## config.mk

```make
export PLATFORM = sky130hd
export DESIGN_NAME = alu_issuer_flat
export DESIGN_NICKNAME = d
export VERILOG_FILES = /design/src/rtl/alu_issuer_if.sv /design/src/rtl/alu_issuer.sv /design/src/flat_wrapper.sv
export SDC_FILE = /design/constraint.sdc
export NUM_CORES = 1
export LEC_CHECK = 0
export ABC_AREA = 1
export CORE_ASPECT_RATIO = 1.5
export CORE_UTILIZATION = 48
export DETAILED_ROUTE_END_ITERATION = 8
export PLACE_DENSITY = 0.83
export SYNTH_ARGS = -nofsm -noshare
export SYNTH_HDL_FRONTEND = slang
export SYNTH_SLANG_ARGS = --single-unit
```

## constraint.sdc

```tcl
create_clock -name clock -period 3.4 [get_ports clock]
set_input_delay 1.02 -clock clock [delete_from_list [all_inputs] [get_ports clock]]
set_output_delay 1.02 -clock clock [all_outputs]
set_load 0.02 [all_outputs]
```

## src/rtl/alu_issuer_if.sv

```systemverilog
// Signal bundle between the ALU issuer, its command/response neighbours and the ALU.
// The master modport is the issuer's view; slave is everything around it.
interface alu_issuer_if #(
    parameter int N = 4
);
    logic         cmd_valid;
    logic         cmd_ready;
    logic [4:0]   cmd_opcode;
    logic [N-1:0] cmd_a;
    logic [N-1:0] cmd_b;
    logic         alu_start;
    logic         alu_finished;
    logic [4:0]   alu_opcode;
    logic [N-1:0] alu_a;
    logic [N-1:0] alu_b;
    logic [N-1:0] alu_y;
    logic         rsp_valid;
    logic         rsp_ready;
    logic [N-1:0] rsp_y;
    logic         rsp_timeout;
    logic         busy;

    modport master (
        input  cmd_valid, cmd_opcode, cmd_a, cmd_b, alu_finished, alu_y, rsp_ready,
        output cmd_ready, alu_start, alu_opcode, alu_a, alu_b, rsp_valid, rsp_y,
               rsp_timeout, busy
    );

    modport slave (
        output cmd_valid, cmd_opcode, cmd_a, cmd_b, alu_finished, alu_y, rsp_ready,
        input  cmd_ready, alu_start, alu_opcode, alu_a, alu_b, rsp_valid, rsp_y,
               rsp_timeout, busy
    );
endinterface

```

## src/rtl/alu_issuer.sv

```systemverilog
// Launches one command at a time on the ALU start/finished handshake and returns the
// result (or a timeout marker) on a valid/ready response channel.
module alu_issuer #(
    parameter int N       = 4,
    parameter int TIMEOUT = 64
) (
    input  logic         clock,
    input  logic         reset,
    alu_issuer_if.master bus
);
    localparam int CW = (TIMEOUT > 1) ? $clog2(TIMEOUT) : 1;

    typedef enum logic [1:0] {
        IDLE,
        LAUNCH,
        WAIT,
        RESPOND
    } state_t;

    state_t       r_state;
    state_t       w_nextState;
    logic [CW-1:0] r_count;
    logic [CW-1:0] w_countNext;
    logic [4:0]   r_opcode;
    logic [N-1:0] r_a;
    logic [N-1:0] r_b;
    logic [N-1:0] r_rspY;
    logic         r_rspTimeout;
    logic         w_cmdReady;
    logic         w_accept;
    logic         w_timeUp;

    // A held-high finished from the ALU keeps new commands out until it drops.
    assign w_cmdReady  = (r_state == IDLE) && !bus.alu_finished && !reset;
    assign w_accept    = bus.cmd_valid && w_cmdReady;
    assign w_countNext = r_count + 1'b1;
    assign w_timeUp    = (w_countNext == CW'(TIMEOUT - 1));

    always_ff @(posedge clock or posedge reset) begin
        if (reset) begin
            r_state <= IDLE;
        end else begin
            r_state <= w_nextState;
        end
    end

    always_comb begin
        w_nextState   = r_state;
        bus.alu_start = 1'b0;
        bus.rsp_valid = 1'b0;
        bus.busy      = 1'b1;
        case (r_state)
            IDLE: begin
                bus.busy = 1'b0;
                if (w_accept) begin
                    w_nextState = LAUNCH;
                end
            end
            LAUNCH: begin
                bus.alu_start = 1'b1;
                w_nextState   = WAIT;
            end
            WAIT: begin
                if (bus.alu_finished || w_timeUp) begin
                    w_nextState = RESPOND;
                end
            end
            RESPOND: begin
                bus.rsp_valid = 1'b1;
                if (bus.rsp_ready) begin
                    w_nextState = IDLE;
                end
            end
            default: begin
                w_nextState = IDLE;
            end
        endcase
    end

    // Finished takes priority over the timeout when both land on the same WAIT cycle.
    always_ff @(posedge clock or posedge reset) begin
        if (reset) begin
            r_count      <= '0;
            r_opcode     <= '0;
            r_a          <= '0;
            r_b          <= '0;
            r_rspY       <= '0;
            r_rspTimeout <= 1'b0;
        end else begin
            case (r_state)
                IDLE: begin
                    if (w_accept) begin
                        r_opcode <= bus.cmd_opcode;
                        r_a      <= bus.cmd_a;
                        r_b      <= bus.cmd_b;
                    end
                end
                LAUNCH: begin
                    r_count <= '0;
                end
                WAIT: begin
                    r_count <= w_countNext;
                    if (bus.alu_finished) begin
                        r_rspY       <= bus.alu_y;
                        r_rspTimeout <= 1'b0;
                    end else if (w_timeUp) begin
                        r_rspY       <= '0;
                        r_rspTimeout <= 1'b1;
                    end
                end
                default: begin
                end
            endcase
        end
    end

    assign bus.cmd_ready   = w_cmdReady;
    assign bus.alu_opcode  = r_opcode;
    assign bus.alu_a       = r_a;
    assign bus.alu_b       = r_b;
    assign bus.rsp_y       = r_rspY;
    assign bus.rsp_timeout = r_rspTimeout;
endmodule

```

## src/flat_wrapper.sv

```systemverilog
// flat-port wrapper written by rule: the top's interface ports become plain ports
module alu_issuer_flat 
#(
    parameter int N       = 4,
    parameter int TIMEOUT = 64
)
  (clock, reset, bus_cmd_valid, bus_cmd_opcode, bus_cmd_a, bus_cmd_b, bus_alu_finished, bus_alu_y, bus_rsp_ready, bus_cmd_ready, bus_alu_start, bus_alu_opcode, bus_alu_a, bus_alu_b, bus_rsp_valid, bus_rsp_y, bus_rsp_timeout, bus_busy);
  alu_issuer_if #(.N(N)) bus_i ();
  input  logic clock;
  input  logic reset;
  input wire logic [$bits(bus_i.cmd_valid)-1:0] bus_cmd_valid;
  input wire logic [$bits(bus_i.cmd_opcode)-1:0] bus_cmd_opcode;
  input wire logic [$bits(bus_i.cmd_a)-1:0] bus_cmd_a;
  input wire logic [$bits(bus_i.cmd_b)-1:0] bus_cmd_b;
  input wire logic [$bits(bus_i.alu_finished)-1:0] bus_alu_finished;
  input wire logic [$bits(bus_i.alu_y)-1:0] bus_alu_y;
  input wire logic [$bits(bus_i.rsp_ready)-1:0] bus_rsp_ready;
  output wire logic [$bits(bus_i.cmd_ready)-1:0] bus_cmd_ready;
  output wire logic [$bits(bus_i.alu_start)-1:0] bus_alu_start;
  output wire logic [$bits(bus_i.alu_opcode)-1:0] bus_alu_opcode;
  output wire logic [$bits(bus_i.alu_a)-1:0] bus_alu_a;
  output wire logic [$bits(bus_i.alu_b)-1:0] bus_alu_b;
  output wire logic [$bits(bus_i.rsp_valid)-1:0] bus_rsp_valid;
  output wire logic [$bits(bus_i.rsp_y)-1:0] bus_rsp_y;
  output wire logic [$bits(bus_i.rsp_timeout)-1:0] bus_rsp_timeout;
  output wire logic [$bits(bus_i.busy)-1:0] bus_busy;
  assign bus_i.cmd_valid = bus_cmd_valid;
  assign bus_i.cmd_opcode = bus_cmd_opcode;
  assign bus_i.cmd_a = bus_cmd_a;
  assign bus_i.cmd_b = bus_cmd_b;
  assign bus_i.alu_finished = bus_alu_finished;
  assign bus_i.alu_y = bus_alu_y;
  assign bus_i.rsp_ready = bus_rsp_ready;
  assign bus_cmd_ready = bus_i.cmd_ready;
  assign bus_alu_start = bus_i.alu_start;
  assign bus_alu_opcode = bus_i.alu_opcode;
  assign bus_alu_a = bus_i.alu_a;
  assign bus_alu_b = bus_i.alu_b;
  assign bus_rsp_valid = bus_i.rsp_valid;
  assign bus_rsp_y = bus_i.rsp_y;
  assign bus_rsp_timeout = bus_i.rsp_timeout;
  assign bus_busy = bus_i.busy;
  alu_issuer #(.N(N), .TIMEOUT(TIMEOUT)) u_core (.clock(clock), .reset(reset), .bus(bus_i));
endmodule
```

## After elaboration in Yosys (flattened, before gate mapping)

Cells that the tools add are included.
Widths: inputs -> output; s select.

| storage, ports and cells | value |
|---|---|
| flip-flop bits (word level) | 26 |
| input port bits | 22 |
| output and inout bits | 22 |
| logic and storage cells | 39 |

| operators by class | value |
|---|---|
| $add $sub $neg | 1 |
| eq/ne operators | 7 |
| multiplexer cells | 12 |
| reduce and logical (&&, ||, !) cells | 12 |

Operator list:

| cell | count |
|---|---|
| $pmux 6 s2 | 1 |
| $mux 4 | 2 |
| $pmux 2 s4 | 1 |
| $add 6x1->6 const B | 1 |
| $eq 6x6->1 const B | 1 |
| $mux 2 | 3 |
| $mux 1 | 5 |
| $eq 2x2->1 const B | 2 |
| $ne 2x1->1 const B | 2 |
| $reduce_and 2->1 | 2 |
| $reduce_bool 2->1 | 2 |
| $logic_and 1x1->1 | 3 |
| $reduce_and 3->1 | 1 |
| $eq 2x1->1 const B | 1 |
| $logic_not 1->1 | 2 |
| $logic_not 2->1 | 1 |
| $ne 2x2->1 const B | 1 |
| $logic_or 1x1->1 | 1 |

## Longest topological paths before layout

| depth | value |
|---|---|
| depth after elaboration | 6 |
| depth in mapped cells | 10 |
| depth with buffers taken out | 10 |

## Least setup slack after synthesis

OpenSTA, ideal clock, no wires.

| timing | value |
|---|---|
| kind | input port to output port |
| start | input port bus_alu_finished |
| end | output port bus_cmd_ready |
| arrival time | 1.339 ns |
| data required time | 2.380 ns |
| slack | 1.041 ns |
| stages on the path | 1 |
| path buffers | 0 |
| path through | nor3_4 |

| on the way | value |
|---|---|
| cells in the longest elaborated chain, start to end | 3 |

RTL lines:

| what | RTL line | RTL |
|---|---|---|
| start, declared | flat_wrapper.sv:15 | `input wire logic [$bits(bus_i.alu_finished)-1:0] bus_alu_finished;` |
| $logic_not 1->1 | alu_issuer.sv:34 | `assign w_cmdReady = (r_state == IDLE) && !bus.alu_finished && !reset;` |
| $logic_and 1x1->1 (2 in series) | alu_issuer.sv:34 |  |
| end, declared | flat_wrapper.sv:18 | `output wire logic [$bits(bus_i.cmd_ready)-1:0] bus_cmd_ready;` |

Every way passes these cells.

## Worst setup path in the final report

Ends and elaborated chain as after synthesis.

==> metrics.log <==
[metrics] Layout area overhead: 38.25%
[metrics] start-to-end type of the worst setup path: in -> out
[metrics] syn_nets: 150
[metrics] arrival time reported for the critical path endpoint: 2.34 ns
[metrics] Cells after Synth: 121
[metrics] fin crit share: 0.9871
[metrics] sort of element at the start of the critical path: primary input
[metrics] CTS-repair resized insts: 0
[metrics] share of total power in the clock network: 0.085
[metrics] most common cell after layout, fill and taps aside: sky130_fd_sc_hd__clkdlybuf4s50_1
[metrics] area share of xor/xnor cells in the synthesized design: 0.006796
[metrics] synthesis warning total: 0
[metrics] Power Dens Cells: between 800 and 900 mW/mm²
[metrics] CP max stage cell: sky130_fd_sc_hd__clkdlybuf4s50_1
[metrics] dominant cells by area after synthesis: sky130_fd_sc_hd__dfrtp_1 50%, sky130_fd_sc_hd__mux2_4 12%, sky130_fd_sc_hd__nand2_1 8.7%
[metrics] share of cell area taken by muxes after synthesis: 0.1427
[metrics] list of cells traversed by the critical path: clkdlybuf4s50_1 > nor3_4 > clkdlybuf4s50_1
[metrics] row count: 22
[metrics] Gate power share: 0.559
[metrics] minimum clock period: roughly 3.4 ns
[metrics] maximum fanout along the worst path: 3
[metrics] master cell of the clock root buffer: sky130_fd_sc_hd__clkbuf_4
[metrics] CTS tree: yes
[metrics] detail-routed via count per cell: 4.891
[metrics] Max-slew headroom: 0.7824
[metrics] Compound-Gate Fraction of Synth Area: 0.03883
[metrics] number of vias after detailed routing: ~990
[metrics] starting density of the core: 0.5145
[metrics] cell count after placement: 199
[metrics] register share of total power: 0.356
[metrics] fraction of final layout cells sized beyond drive strength 1: 0.1506
[metrics] Antenna Nets Post-Route: 0
[metrics] # Max-Cap Violations: 0
[metrics] number of sinks driven by the clock tree: 26
[metrics] maximum clock skew at final layout: 0.002220 ns
[metrics] number of global-route vias before repair: 1,049
[metrics] DRC violations left: 0
[metrics] vertical die dimension: around 65 µm
[metrics] maximum number of buffers from clock root to sink: 2
[metrics] maximum vdd drop: about 0.00058 V
[metrics] sequential share of the synthesized area: 0.5049
[metrics] final WL: 2571 µm
[metrics] First-pass DRT Iterations: 4
[metrics] arithmetic-cell share of the synthesized area counting full adders, half adders and majority gates: 0.06796
[metrics] half-perimeter wire length of the detailed placement result: between 1500 and 2000 µm
[metrics] Total GRT Usage: 0.2022
[metrics] total grt overflow: 0
[metrics] slew at the pin with the worst max-slew slack: around 0.33 ns
[metrics] Worst Path Required: 2.38 ns
[metrics] Non-Filler Instances: 202
[metrics] clock latency reported for the late side of the worst-skew pair: 0.31 ns
[metrics] number of hold violations in the final report: 0
[metrics] count of final max-slew check failures: 0
[metrics] Cell Area, Synth: 0.001289 mm²
[metrics] unrepaired setup endpoints after global routing: no
[metrics] mean routed wirelength per cell: approximately 13 µm
[metrics] area of the core: 0.002505 mm²
[metrics] Max Clk Rate: 297.9 MHz
[metrics] top-level port count: 44
[metrics] combinational family with the most area after synthesis: simple AND/OR/NAND/NOR gates
[metrics] TritonCTS buffer count: 3
[metrics] # port buffers: 43
[metrics] crit path capture type: output pin
[metrics] CTS H-Tree Depth: 1
[metrics] switching power: approximately 570 µW
[metrics] crit-path most repeated cell: sky130_fd_sc_hd__clkdlybuf4s50_1
[metrics] Power Internal: 885.8 µW
[metrics] fraction of power spent switching nets: 0.3895
[metrics] leading area contributor after synthesis: sky130_fd_sc_hd__dfrtp_1
[metrics] post-CTS setup buffers: 0
[metrics] class of the most critical hold timing path: reg -> reg
[metrics] initial antenna violation count: 0
[metrics] top library cells by usage in the layout, fill and taps aside: 43 x sky130_fd_sc_hd__clkdlybuf4s50_1, 30 x sky130_fd_sc_hd__nand2_1, 26 x sky130_fd_sc_hd__dfrtp_1, 15 x sky130_fd_sc_hd__inv_1, 10 x sky130_fd_sc_hd__mux2_4
[metrics] final RePlAce weighted congestion: between 0.7 and 0.8
[metrics] maximum number of pins on one net before global-route repair: 27
[metrics] number of antenna cells inserted: 0
[metrics] number of buffers inserted for hold repair after clock tree synthesis: 0
[metrics] Mean Syn Cell Area: 10.65 µm²
[metrics] area fraction of the dominant cell type after synthesis: 0.5049
[metrics] Synth Register Bits: 26
[metrics] Die Footprint: between 0.002 and 0.003 mm²
[metrics] leakage power: about 0.00085 µW
[metrics] Reg clk slew, reported paths: 0.12 ns
[metrics] Post-Route Setup TNS: 0 ns
[metrics] fin nets: 197
[metrics] CP max stage delay: just over 0.6 ns
[metrics] Synth Area in Simple Gates: 0.1796
[metrics] outcome: finished clean
[metrics] width of the chip: ~44 µm
[metrics] Setup-failing EPs final: 0
[metrics] count of routing violations after the opening detailed-route iteration: 25
[metrics] Synth cell types: 22
[metrics] first-pass GRT wire length: 4298 µm
synth_stat cells:
cell                        n
sky130_fd_sc_hd__ha_1       7
sky130_fd_sc_hd__a21oi_2    1
sky130_fd_sc_hd__xor2_1     1
sky130_fd_sc_hd__buf_6      1
sky130_fd_sc_hd__mux2_2     3
sky130_fd_sc_hd__clkbuf_1   1
sky130_fd_sc_hd__nor2_1     2
sky130_fd_sc_hd__mux2_4    10
sky130_fd_sc_hd__clkbuf_2   1
sky130_fd_sc_hd__nand3_1    9
sky130_fd_sc_hd__dfrtp_1   26
sky130_fd_sc_hd__inv_1     15
sky130_fd_sc_hd__o22ai_1    3
sky130_fd_sc_hd__nor3_4     1
sky130_fd_sc_hd__nand2_4    1
sky130_fd_sc_hd__a22oi_1    1
sky130_fd_sc_hd__or2_2      1
sky130_fd_sc_hd__o21ai_0    3
sky130_fd_sc_hd__nand2_1   30
sky130_fd_sc_hd__nand3_2    2
sky130_fd_sc_hd__nand2_2    1
sky130_fd_sc_hd__nand4_1    1
cells by family (layout without fill, tap and decap cells):
kind of cell,Yosys count,after routing
AO/OA/AOI/OAI,8,8
buffers and inverters,18,63
AND/OR/NAND/NOR,48,48
XOR/XNOR,1,1
flip-flops,26,26
adder cells (fa/ha/maj),7,7
multiplexers,13,13
flip-flops by register name, summed over array words and instances, names as in the netlist:
signal and count:
u_core.bus.rsp_timeout 1, u_core.bus.alu_b 4, u_core.r_count 6, u_core.bus.alu_opcode 5, u_core.bus.rsp_y 4, u_core.r_state 2
u_core.bus.alu_a 4
through the flow:
step	hold slack, ns	area (µm²)	util	setup slack, ns	total power (µW)
after floorplan	0.4902	1289	-	1.041	991.6
after global placement	0.4576	1759	0.7023	0.05915	1305
after detailed placement	0.4585	1759	0.7023	0.03343	1337
after CTS	0.4885	1782	0.7113	0.02689	1460
after global routing	0.5293	1782	0.7113	0.002576	1549
final	0.4867	1782	0.7113	0.04372	1451
per-layer routing:
metal | global-route usage | part of all wire
met1 | 0.2186 | 0.40
met2 | 0.3713 | 0.53
met3 | 0.03022 | 0.065
met4 | 0.09091 | 0.0074
met5 | 0 | 0
worst max-delay path, delay by kind of cell:
family	cells	cell delay (ns)
buffers and inverters	2	1.10
and+or+nand+nor	1	0.22
path summary, 6_finish.rpt:
| check | slack (ns) | startpoint | end | cells after the start |
|---|---|---|---|---|
| hold / removal | 0.49 | u_core.bus.rsp_y[3] | u_core.bus.rsp_y[3] | 2 |
| min in group asynchronous | 1.13 | reset | u_core.bus.rsp_y[3] | 3 |
| setup / recovery | 0.04 | bus_alu_finished | bus_cmd_ready | 3 |
| max in group asynchronous | 2.03 | reset | u_core.r_count[0] | 3 |
| setup reg to reg | 1.55 | u_core.r_state[0] | u_core.r_state[1] | 10 |
| hold reg to reg | 0.49 | u_core.bus.rsp_y[3] | u_core.bus.rsp_y[3] | 2 |
area by class of cell:
type	instances	area [µm²]
fillers	184	723.2
flip-flops and latches	26	650.6
multi-input cells	77	561.8
repair buffers	45	445.4
inverters	15	56.30
well taps	36	45.04
clock buffers	3	22.52
power groups by stage:
stage	combinational (µW)	clock (µW)	sequential, µW
6_report	811	124	516
5_1_grt	874	143	533
4_1_cts	818	127	516
3_5_place_dp	815	0	522
3_3_place_gp	791	0	514
2_1_floorplan	347	0	645
Power figures use the tool's default switching activity.
